===== src/rtl/fifo_bridge_pkg.sv =====
// Shared definitions for the FIFO bridge: word layout, modifier codes, FSM states.
package fifo_bridge_pkg;

   localparam int unsigned WORD_W    = 34;
   localparam int unsigned MOD_W     = 2;
   localparam int unsigned PAYLOAD_W = 32;
   localparam int unsigned MOD_LSB   = 32;
   localparam int unsigned TXD_W     = 32;
   localparam int unsigned CFG_W     = 16;
   localparam int unsigned RXV_W     = 16;

   typedef enum logic [MOD_W-1:0] {
      MOD_CONFIG  = 2'd0,
      MOD_DATA    = 2'd1,
      MOD_STATUS  = 2'd2,
      MOD_CHANNEL = 2'd3
   } modifier_e;

   // Command and report words share one layout: modifier in [33:32], payload below.
   typedef struct packed {
      modifier_e              modifier;
      logic [PAYLOAD_W-1:0]   payload;
   } fifo_word_t;

   typedef enum logic {
      W_IDLE,
      W_POP
   } w_state_e;

   typedef enum logic [2:0] {
      R_IDLE,
      R_CHAN,
      R_CFG,
      R_STAT,
      R_DATA
   } r_state_e;

   function automatic fifo_word_t make_word(input modifier_e m, input logic [PAYLOAD_W-1:0] p);
      fifo_word_t w;
      w.modifier = m;
      w.payload  = p;
      return w;
   endfunction

endpackage


===== src/rtl/fifo_bridge_mc_rr_arbiter.sv =====
// Round-robin arbiter: grants the first set request strictly after ptr, wrapping.
// Ports: req (N requests), ptr (last served index) -> grant_c (one-hot), idx_c, valid_c.
module rr_arbiter #(
   parameter int unsigned N  = 4,
   parameter int unsigned IW = 2
) (
   input  logic [N-1:0]  req,
   input  logic [IW-1:0] ptr,
   output logic [N-1:0]  grant_c,
   output logic [IW-1:0] idx_c,
   output logic          valid_c
);

   // Search ptr+1 .. ptr+N; the last candidate is ptr itself.
   always_comb begin : arb_search
      int unsigned cand;
      cand    = 0;
      grant_c = '0;
      idx_c   = '0;
      valid_c = 1'b0;
      for (int unsigned k = 1; k <= N; k++) begin
         cand = (32'(ptr) + k) % N;
         if (!valid_c && req[IW'(cand)]) begin
            valid_c               = 1'b1;
            idx_c                 = IW'(cand);
            grant_c[IW'(cand)]    = 1'b1;
         end
      end
   end

endmodule


===== src/rtl/fifo_bridge_mc.sv =====
// Multi-channel bridge between host command/report FIFOs and TX/RX channels.
// Write engine: pops {modifier,payload} commands, issues per-channel register strobes,
//   counts rejected commands in err_cnt.
// Read engine: on channel change pulses, pushes report bursts (channel, config, status,
//   and data for RX channels) to the report FIFO in round-robin channel order.
// Ports: clk/rst_n; fifo_read_* command FIFO side; fifo_write_* report FIFO side;
//   *_tx transmitter buses/strobes/readback; *_rx receiver buses/strobes/readback; err_cnt.
module fifo_bridge_mc
   import fifo_bridge_pkg::*;
#(
   parameter int unsigned TX_COUNT = 2,
   parameter int unsigned RX_COUNT = 2,
   parameter int unsigned ERR_W    = 8
) (
   input  logic                        clk,
   input  logic                        rst_n,
   input  logic                        fifo_read_empty,
   input  logic [WORD_W-1:0]           fifo_read_data,
   output logic                        fifo_read_inc,
   input  logic                        fifo_write_full,
   output logic [WORD_W-1:0]           fifo_write_data,
   output logic                        fifo_write_inc,
   output logic [TXD_W*TX_COUNT-1:0]   wr_data_tx,
   output logic [TX_COUNT-1:0]         data_we_tx,
   output logic [CFG_W*TX_COUNT-1:0]   wr_config_tx,
   output logic [TX_COUNT-1:0]         config_we_tx,
   input  logic [TX_COUNT-1:0]         rd_status_tx,
   input  logic [CFG_W*TX_COUNT-1:0]   rd_config_tx,
   input  logic [TX_COUNT-1:0]         config_changed_tx,
   input  logic [TX_COUNT-1:0]         status_changed_tx,
   output logic [CFG_W*RX_COUNT-1:0]   wr_config_rx,
   output logic [RX_COUNT-1:0]         config_we_rx,
   input  logic [RXV_W*RX_COUNT-1:0]   rd_status_rx,
   input  logic [RXV_W*RX_COUNT-1:0]   rd_config_rx,
   input  logic [RXV_W*RX_COUNT-1:0]   rd_data_rx,
   input  logic [RX_COUNT-1:0]         config_changed_rx,
   input  logic [RX_COUNT-1:0]         data_status_changed_rx,
   output logic [ERR_W-1:0]            err_cnt
);

   localparam int unsigned TOTAL = TX_COUNT + RX_COUNT;
   localparam int unsigned CH_W  = (TOTAL > 1) ? $clog2(TOTAL) : 1;

   // Write engine state
   w_state_e                   w_state_q, w_state_d;
   logic [CH_W-1:0]            wr_sel_q, wr_sel_d;
   logic                       fifo_read_inc_q, fifo_read_inc_d;
   logic [TX_COUNT-1:0]        data_we_tx_q, data_we_tx_d;
   logic [TXD_W*TX_COUNT-1:0]  wr_data_tx_q, wr_data_tx_d;
   logic [TX_COUNT-1:0]        config_we_tx_q, config_we_tx_d;
   logic [CFG_W*TX_COUNT-1:0]  wr_config_tx_q, wr_config_tx_d;
   logic [RX_COUNT-1:0]        config_we_rx_q, config_we_rx_d;
   logic [CFG_W*RX_COUNT-1:0]  wr_config_rx_q, wr_config_rx_d;
   logic [ERR_W-1:0]           err_cnt_q, err_cnt_d;

   // Read engine state
   r_state_e                   r_state_q, r_state_d;
   logic [CH_W-1:0]            rd_sel_q, rd_sel_d;
   logic [CH_W-1:0]            rr_ptr_q, rr_ptr_d;
   logic [TOTAL-1:0]           pending_q, pending_d;
   logic                       fifo_write_inc_q, fifo_write_inc_d;
   fifo_word_t                 fifo_write_data_q, fifo_write_data_d;

   fifo_word_t                 cmd_c;
   logic                       wr_busy_c;
   logic                       wr_is_tx_c;
   logic [CFG_W-1:0]           rd_cfg_c;
   logic [RXV_W-1:0]           rd_stat_c;
   logic [RXV_W-1:0]           rd_data_c;
   logic                       rd_is_rx_c;
   logic [TOTAL-1:0]           chg_c;
   logic [TOTAL-1:0]           arb_grant_c;
   logic [CH_W-1:0]            arb_idx_c;
   logic                       arb_valid_c;

   assign cmd_c = fifo_word_t'(fifo_read_data);
   assign chg_c = {config_changed_rx | data_status_changed_rx,
                   config_changed_tx | status_changed_tx};

   // Busy flag and type of the channel addressed by the write engine.
   always_comb begin
      wr_busy_c  = 1'b0;
      wr_is_tx_c = (32'(wr_sel_q) < TX_COUNT);
      for (int i = 0; i < int'(TX_COUNT); i++) begin
         if (wr_sel_q == CH_W'(i)) wr_busy_c = rd_status_tx[i];
      end
      for (int j = 0; j < int'(RX_COUNT); j++) begin
         if (wr_sel_q == CH_W'(TX_COUNT + 32'(j))) wr_busy_c = rd_status_rx[j*RXV_W];
      end
   end

   // Readback values of the channel currently being reported.
   always_comb begin
      rd_cfg_c   = '0;
      rd_stat_c  = '0;
      rd_data_c  = '0;
      rd_is_rx_c = (32'(rd_sel_q) >= TX_COUNT);
      for (int i = 0; i < int'(TX_COUNT); i++) begin
         if (rd_sel_q == CH_W'(i)) begin
            rd_cfg_c  = rd_config_tx[i*CFG_W +: CFG_W];
            rd_stat_c = RXV_W'(rd_status_tx[i]);
         end
      end
      for (int j = 0; j < int'(RX_COUNT); j++) begin
         if (rd_sel_q == CH_W'(TX_COUNT + 32'(j))) begin
            rd_cfg_c  = rd_config_rx[j*RXV_W +: RXV_W];
            rd_stat_c = rd_status_rx[j*RXV_W +: RXV_W];
            rd_data_c = rd_data_rx[j*RXV_W +: RXV_W];
         end
      end
   end

   rr_arbiter #(
      .N  (TOTAL),
      .IW (CH_W)
   ) u_arb (
      .req     (pending_q),
      .ptr     (rr_ptr_q),
      .grant_c (arb_grant_c),
      .idx_c   (arb_idx_c),
      .valid_c (arb_valid_c)
   );

   // Write engine: decode one command, then a pop cycle so the FIFO head can advance.
   always_comb begin : write_fsm
      logic take;
      logic err;
      take            = 1'b0;
      err             = 1'b0;
      w_state_d       = w_state_q;
      wr_sel_d        = wr_sel_q;
      fifo_read_inc_d = 1'b0;
      data_we_tx_d    = '0;
      config_we_tx_d  = '0;
      config_we_rx_d  = '0;
      wr_data_tx_d    = wr_data_tx_q;
      wr_config_tx_d  = wr_config_tx_q;
      wr_config_rx_d  = wr_config_rx_q;
      err_cnt_d       = err_cnt_q;
      case (w_state_q)
         W_IDLE: begin
            if (!fifo_read_empty) begin
               case (cmd_c.modifier)
                  MOD_CHANNEL: begin
                     // Whole payload must be a valid index; aliased upper bits are rejected.
                     if (cmd_c.payload < 32'(TOTAL)) begin
                        wr_sel_d = CH_W'(cmd_c.payload);
                        take     = 1'b1;
                     end else begin
                        err = 1'b1;
                     end
                  end
                  MOD_CONFIG: begin
                     // Busy channel: leave the command at the FIFO head until it frees up.
                     if (!wr_busy_c) begin
                        take = 1'b1;
                        for (int i = 0; i < int'(TX_COUNT); i++) begin
                           if (wr_sel_q == CH_W'(i)) begin
                              config_we_tx_d[i]                 = 1'b1;
                              wr_config_tx_d[i*CFG_W +: CFG_W]  = cmd_c.payload[CFG_W-1:0];
                           end
                        end
                        for (int j = 0; j < int'(RX_COUNT); j++) begin
                           if (wr_sel_q == CH_W'(TX_COUNT + 32'(j))) begin
                              config_we_rx_d[j]                 = 1'b1;
                              wr_config_rx_d[j*CFG_W +: CFG_W]  = cmd_c.payload[CFG_W-1:0];
                           end
                        end
                     end
                  end
                  MOD_DATA: begin
                     if (!wr_is_tx_c) begin
                        err = 1'b1;
                     end else if (!wr_busy_c) begin
                        take = 1'b1;
                        for (int i = 0; i < int'(TX_COUNT); i++) begin
                           if (wr_sel_q == CH_W'(i)) begin
                              data_we_tx_d[i]                   = 1'b1;
                              wr_data_tx_d[i*TXD_W +: TXD_W]    = cmd_c.payload;
                           end
                        end
                     end
                  end
                  default: err = 1'b1;
               endcase
               if (take || err) begin
                  fifo_read_inc_d = 1'b1;
                  w_state_d       = W_POP;
               end
               if (err && (err_cnt_q != '1)) err_cnt_d = err_cnt_q + ERR_W'(1);
            end
         end
         W_POP:   w_state_d = W_IDLE;
         default: w_state_d = W_IDLE;
      endcase
   end

   // Read engine: one report word per state, holding while the report FIFO is full.
   always_comb begin : read_fsm
      logic [TOTAL-1:0] clr;
      clr               = '0;
      r_state_d         = r_state_q;
      rd_sel_d          = rd_sel_q;
      rr_ptr_d          = rr_ptr_q;
      fifo_write_inc_d  = 1'b0;
      fifo_write_data_d = fifo_write_data_q;
      case (r_state_q)
         R_IDLE: begin
            if (arb_valid_c) begin
               rd_sel_d  = arb_idx_c;
               clr       = arb_grant_c;
               r_state_d = R_CHAN;
            end
         end
         R_CHAN: begin
            if (!fifo_write_full) begin
               fifo_write_inc_d  = 1'b1;
               fifo_write_data_d = make_word(MOD_CHANNEL, 32'(rd_sel_q));
               r_state_d         = R_CFG;
            end
         end
         R_CFG: begin
            if (!fifo_write_full) begin
               fifo_write_inc_d  = 1'b1;
               fifo_write_data_d = make_word(MOD_CONFIG, 32'(rd_cfg_c));
               r_state_d         = R_STAT;
            end
         end
         R_STAT: begin
            if (!fifo_write_full) begin
               fifo_write_inc_d  = 1'b1;
               fifo_write_data_d = make_word(MOD_STATUS, 32'(rd_stat_c));
               if (rd_is_rx_c) begin
                  r_state_d = R_DATA;
               end else begin
                  r_state_d = R_IDLE;
                  rr_ptr_d  = rd_sel_q;
               end
            end
         end
         R_DATA: begin
            if (!fifo_write_full) begin
               fifo_write_inc_d  = 1'b1;
               fifo_write_data_d = make_word(MOD_DATA, 32'(rd_data_c));
               r_state_d         = R_IDLE;
               rr_ptr_d          = rd_sel_q;
            end
         end
         default: r_state_d = R_IDLE;
      endcase
      // A change arriving in the grant cycle keeps the bit set for another burst.
      pending_d = (pending_q & ~clr) | chg_c;
   end

   // State registers
   always_ff @(posedge clk or negedge rst_n) begin
      if (!rst_n) begin
         w_state_q         <= W_IDLE;
         wr_sel_q          <= '0;
         fifo_read_inc_q   <= 1'b0;
         data_we_tx_q      <= '0;
         wr_data_tx_q      <= '0;
         config_we_tx_q    <= '0;
         wr_config_tx_q    <= '0;
         config_we_rx_q    <= '0;
         wr_config_rx_q    <= '0;
         err_cnt_q         <= '0;
         r_state_q         <= R_IDLE;
         rd_sel_q          <= '0;
         rr_ptr_q          <= CH_W'(TOTAL - 1);
         pending_q         <= '1;
         fifo_write_inc_q  <= 1'b0;
         fifo_write_data_q <= '0;
      end else begin
         w_state_q         <= w_state_d;
         wr_sel_q          <= wr_sel_d;
         fifo_read_inc_q   <= fifo_read_inc_d;
         data_we_tx_q      <= data_we_tx_d;
         wr_data_tx_q      <= wr_data_tx_d;
         config_we_tx_q    <= config_we_tx_d;
         wr_config_tx_q    <= wr_config_tx_d;
         config_we_rx_q    <= config_we_rx_d;
         wr_config_rx_q    <= wr_config_rx_d;
         err_cnt_q         <= err_cnt_d;
         r_state_q         <= r_state_d;
         rd_sel_q          <= rd_sel_d;
         rr_ptr_q          <= rr_ptr_d;
         pending_q         <= pending_d;
         fifo_write_inc_q  <= fifo_write_inc_d;
         fifo_write_data_q <= fifo_write_data_d;
      end
   end

   assign fifo_read_inc   = fifo_read_inc_q;
   assign fifo_write_inc  = fifo_write_inc_q;
   assign fifo_write_data = fifo_write_data_q;
   assign data_we_tx      = data_we_tx_q;
   assign wr_data_tx      = wr_data_tx_q;
   assign config_we_tx    = config_we_tx_q;
   assign wr_config_tx    = wr_config_tx_q;
   assign config_we_rx    = config_we_rx_q;
   assign wr_config_rx    = wr_config_rx_q;
   assign err_cnt         = err_cnt_q;

endmodule


===== config.mk =====
export PLATFORM = sky130hd
export DESIGN_NAME = fifo_bridge_mc
export DESIGN_NICKNAME = d
export VERILOG_FILES = /design/src/rtl/fifo_bridge_pkg.sv /design/src/rtl/fifo_bridge_mc_rr_arbiter.sv /design/src/rtl/fifo_bridge_mc.sv
export SDC_FILE = /design/constraint.sdc
export NUM_CORES = 1
export LEC_CHECK = 0
export BUFFER_PORTS_ARGS = -buffer_cell sky130_fd_sc_hd__buf_2
export CELL_PAD_IN_SITES_DETAIL_PLACEMENT = 0
export CELL_PAD_IN_SITES_GLOBAL_PLACEMENT = 2
export CORE_MARGIN = 4
export CORE_UTILIZATION = 25
export DETAILED_ROUTE_END_ITERATION = 7
export PLACE_DENSITY = 0.76
export SYNTH_ARGS = -nofsm -noshare
export SYNTH_HDL_FRONTEND = slang
export SYNTH_SLANG_ARGS = --single-unit

===== constraint.sdc =====
create_clock -name clk -period 2.6 [get_ports clk]
set_input_delay 0.52 -clock clk [delete_from_list [all_inputs] [get_ports clk]]
set_output_delay 0.52 -clock clk [all_outputs]
set_load 0.05 [all_outputs]

==> results.toml <==
[logic_synthesis]
synth_top_family_by_area = "simple AND/OR/NAND/NOR gates"
synth-main-ff-cell = "dfrtp_1"
synthXorXnorAreaFrac_pct = 0.934
syn_area_um2 = 8440
ys_ff_latch = 175
syn-instance-count = 870
synth-async-reset-ratio_pct = 100
synth_compound_area_share_pct = 10.7
yosysWarnings = 0
syn_area_per_cell_um2 = 9.70
yosysUniqueCellTypes = 59
yosys.area_share.adder_pct = 1.33
seq_area_frac_synth_pct = 52.0
synth_edf_count = 0
yosys-mux-area-fraction_pct = 9.80
yosys.area_share.simple_pct = 20.3

[cells_and_area]
nNetsFinal = 1405
fin_util_pct = 34.1
area_growth_pct = 35.1
layout_commonest_cell = "nand2_1"
fin_area_um2 = 11400
drive_above_1_share_pct = 39.7
layout_common_cells = "nand2_1, buf_2, dfrtp_1"

[clock_network]
clk_pin_slew_ns = 0.07
postCtsHoldBufs = 0
clock_path_buffers = 2
cts_htree_levels = 4
clkSinkCount = 175
post_cts_buffers = 0
clk_latency_ns = 0.44
cts_resized = 0
cts-root-buf = "clkbuf_16"
cts_made_buffers = 17
cts_tree = "yes"

[placement]
placed_area_um2 = 10800
io_buffers = 337
hpwl_mm = 23.5
gp_congestion = 0.784

[route]
post_drt_wl_per_cell_um = 18.6
route.vias.total = 7594
drtIter0Drc = 387
ant_nets = 0
drc_errors = 0
dr.pass1.iters = 4
wl_mm = 31.3
via_per_inst = 4.51

[worst_setup_path]
slowest_delay_ns = 0.53
reg2reg_from = "rr_ptr_q[0]"
crit_type = "flop to flop"
crit_chain = "inv_1 -> ha_1 -> or3b_4 -> a311oi_4 -> a221oi_2 -> a2111o_1"
critPathLaunchType = "flop"
critPathSlowestCell = "dfstp_2"
crit_fanout = 7
r2r_end = "pending_q[2]"
reg2reg_slack_ns = 0.17
crit_required_ns = 2.96
arrival_ns = 2.79
critPathBufInv = 1
r2r_cells = 6
cp_top_family = "compound AO/OA/AOI/OAI gates"
critPathCaptureType = "flop"

[die]
ios = 354
initial_core_util_pct = 25.2
die_width_um = 192
fp-row-count = 67
core_um2 = 33400
die_y_um = 192
die_area_um2 = 36800

[grt]
first_global_vias = 7932
track_usage_pct = 16.9
grt_overflow = 0
grt_max_degree = 60
grt_pass1_wl_mm = 47.7
antenna_found_initial = 2

[power]
power_frac_clock_pct = 25.9
switchingPower_uw = 4340
switching_share_pct = 42.1
ir_worst_vdd_mv = 0.480
pwr-share-comb_pct = 40.6
p_int_uw = 5960
p_leak_uw = 0.00623
pwr-share-seq_pct = 33.5
power_density_nw_per_um2 = 902

[timing]
relSlewSlack_pct = 59.6
setup-violations-final = 0
hold_violations = 0
max_clock_freq_mhz = 412
rsz0062_at_grt = "false"
clock_skew_ns = 0.0103
drv_slew = 0
hold_slack_ns = 0.0701
timing.final.crit_share_pct = 93.4
finalSetupTns_ns = 0
worstMarginPinSlew_ns = 0.605
period_minus_slack_ns = 2.43

[run_status]
outcome = "finished, final reports clean"

[flow_run]
max_cap_violations = 0

[min_path]
min_path_type = "primary input to async pin"
[per-layer routing]
layer  part of all wire (%)  vias to the layer above  track usage (%)  routed length (um)
li1                       -                     3647                -                   -
met1                     44                     3737             22.1               13700
met2                     48                      185             27.8               15100
met3                    6.8                       23             4.89                2130
met4                    1.3                        2             3.90                 401
met5                  0.038                        -                0                  12
[synthesized netlist by cell type (6+ instances only)]
cell type	n	area [um^2]
a211oi_1	15	113
a21oi_1	21	105
a221oi_1	21	184
a22oi_1	14	105
buf_1	8	30.0
buf_2	15	75.1
buf_4	18	135
clkbuf_1	24	90.1
dfrtp_1	169	4230
dfstp_2	6	158
ha_1	9	113
inv_1	11	41.3
mux2_2	35	394
mux4_2	17	383
nand2_1	338	1270
nor2_1	19	71.3
nor3_1	9	45.0
nor4_1	11	68.8
o21ai_0	36	180
xor2_1	7	61.3
[cell families after synthesis]
kind of cell               after synthesis
muxes                                   57
buffers and inverters                   81
adders and majority gates                9
other                                    1
DFF                                    175
AOI/OAI and AO/OA                      127
and+or+nand+nor                        411
xor gates and xnor gates                 9
[per-stage QoR]
stage	setup WS, ns	cells	power (uW)
floorplan	0.0707	885	6420
global placement	0.0557	1649	7690
detailed placement	0.0355	1649	7740
CTS	0.177	1681	10500
global route	0.0446	1682	11000
finish	0.172	1682	10300
[flip-flops by register name, indices dropped and copies added (netlist names)]
register,cells
config_we_rx,2
config_we_tx,2
data_we_tx,2
err_cnt,8
fifo_read_inc,1
fifo_write_data,18
fifo_write_inc,1
pending_q,4
r_state_q,3
rd_sel_q,2
rr_ptr_q,2
wr_config_rx,32
wr_config_tx,32
wr_data_tx,64
wr_sel_q,2
[power by group through the flow]
stage	registers [uW]	clock network (uW)	logic, uW
2_1_floorplan	4520	0	1900
3_3_place_gp	3500	0	4200
3_5_place_dp	3510	0	4230
4_1_cts	3460	2780	4240
5_1_grt	3520	2860	4590
6_report	3450	2670	4180
[final cells by class]
cell class / instances / area, um^2
Tap cell: 448 / 561
Fill cell: 3534 / 22000
Multi-Input combinational cell: 629 / 3710
Clock inverter: 12 / 150
Clock buffer: 20 / 447
Timing Repair Buffer: 384 / 2100
Inverter: 13 / 48.8
Sequential cell: 175 / 4390
Antenna cell: 1 / 2.50
[worst max path at each step]
stage                                   from           end  slack, ns  cells after the start
after floorplan                  rr_ptr_q[0]  pending_q[2]       0.07                      8
after global placement    fifo_read_data[17]   wr_sel_q[1]       0.06                      7
after detailed placement  fifo_read_data[17]   wr_sel_q[1]       0.04                      7
after CTS                        rr_ptr_q[0]  pending_q[2]       0.18                      6
after global routing             rr_ptr_q[0]  pending_q[2]       0.04                      7
final                            rr_ptr_q[0]  pending_q[2]       0.17                      6
Note: power is estimated with default switching activity, not from simulation.
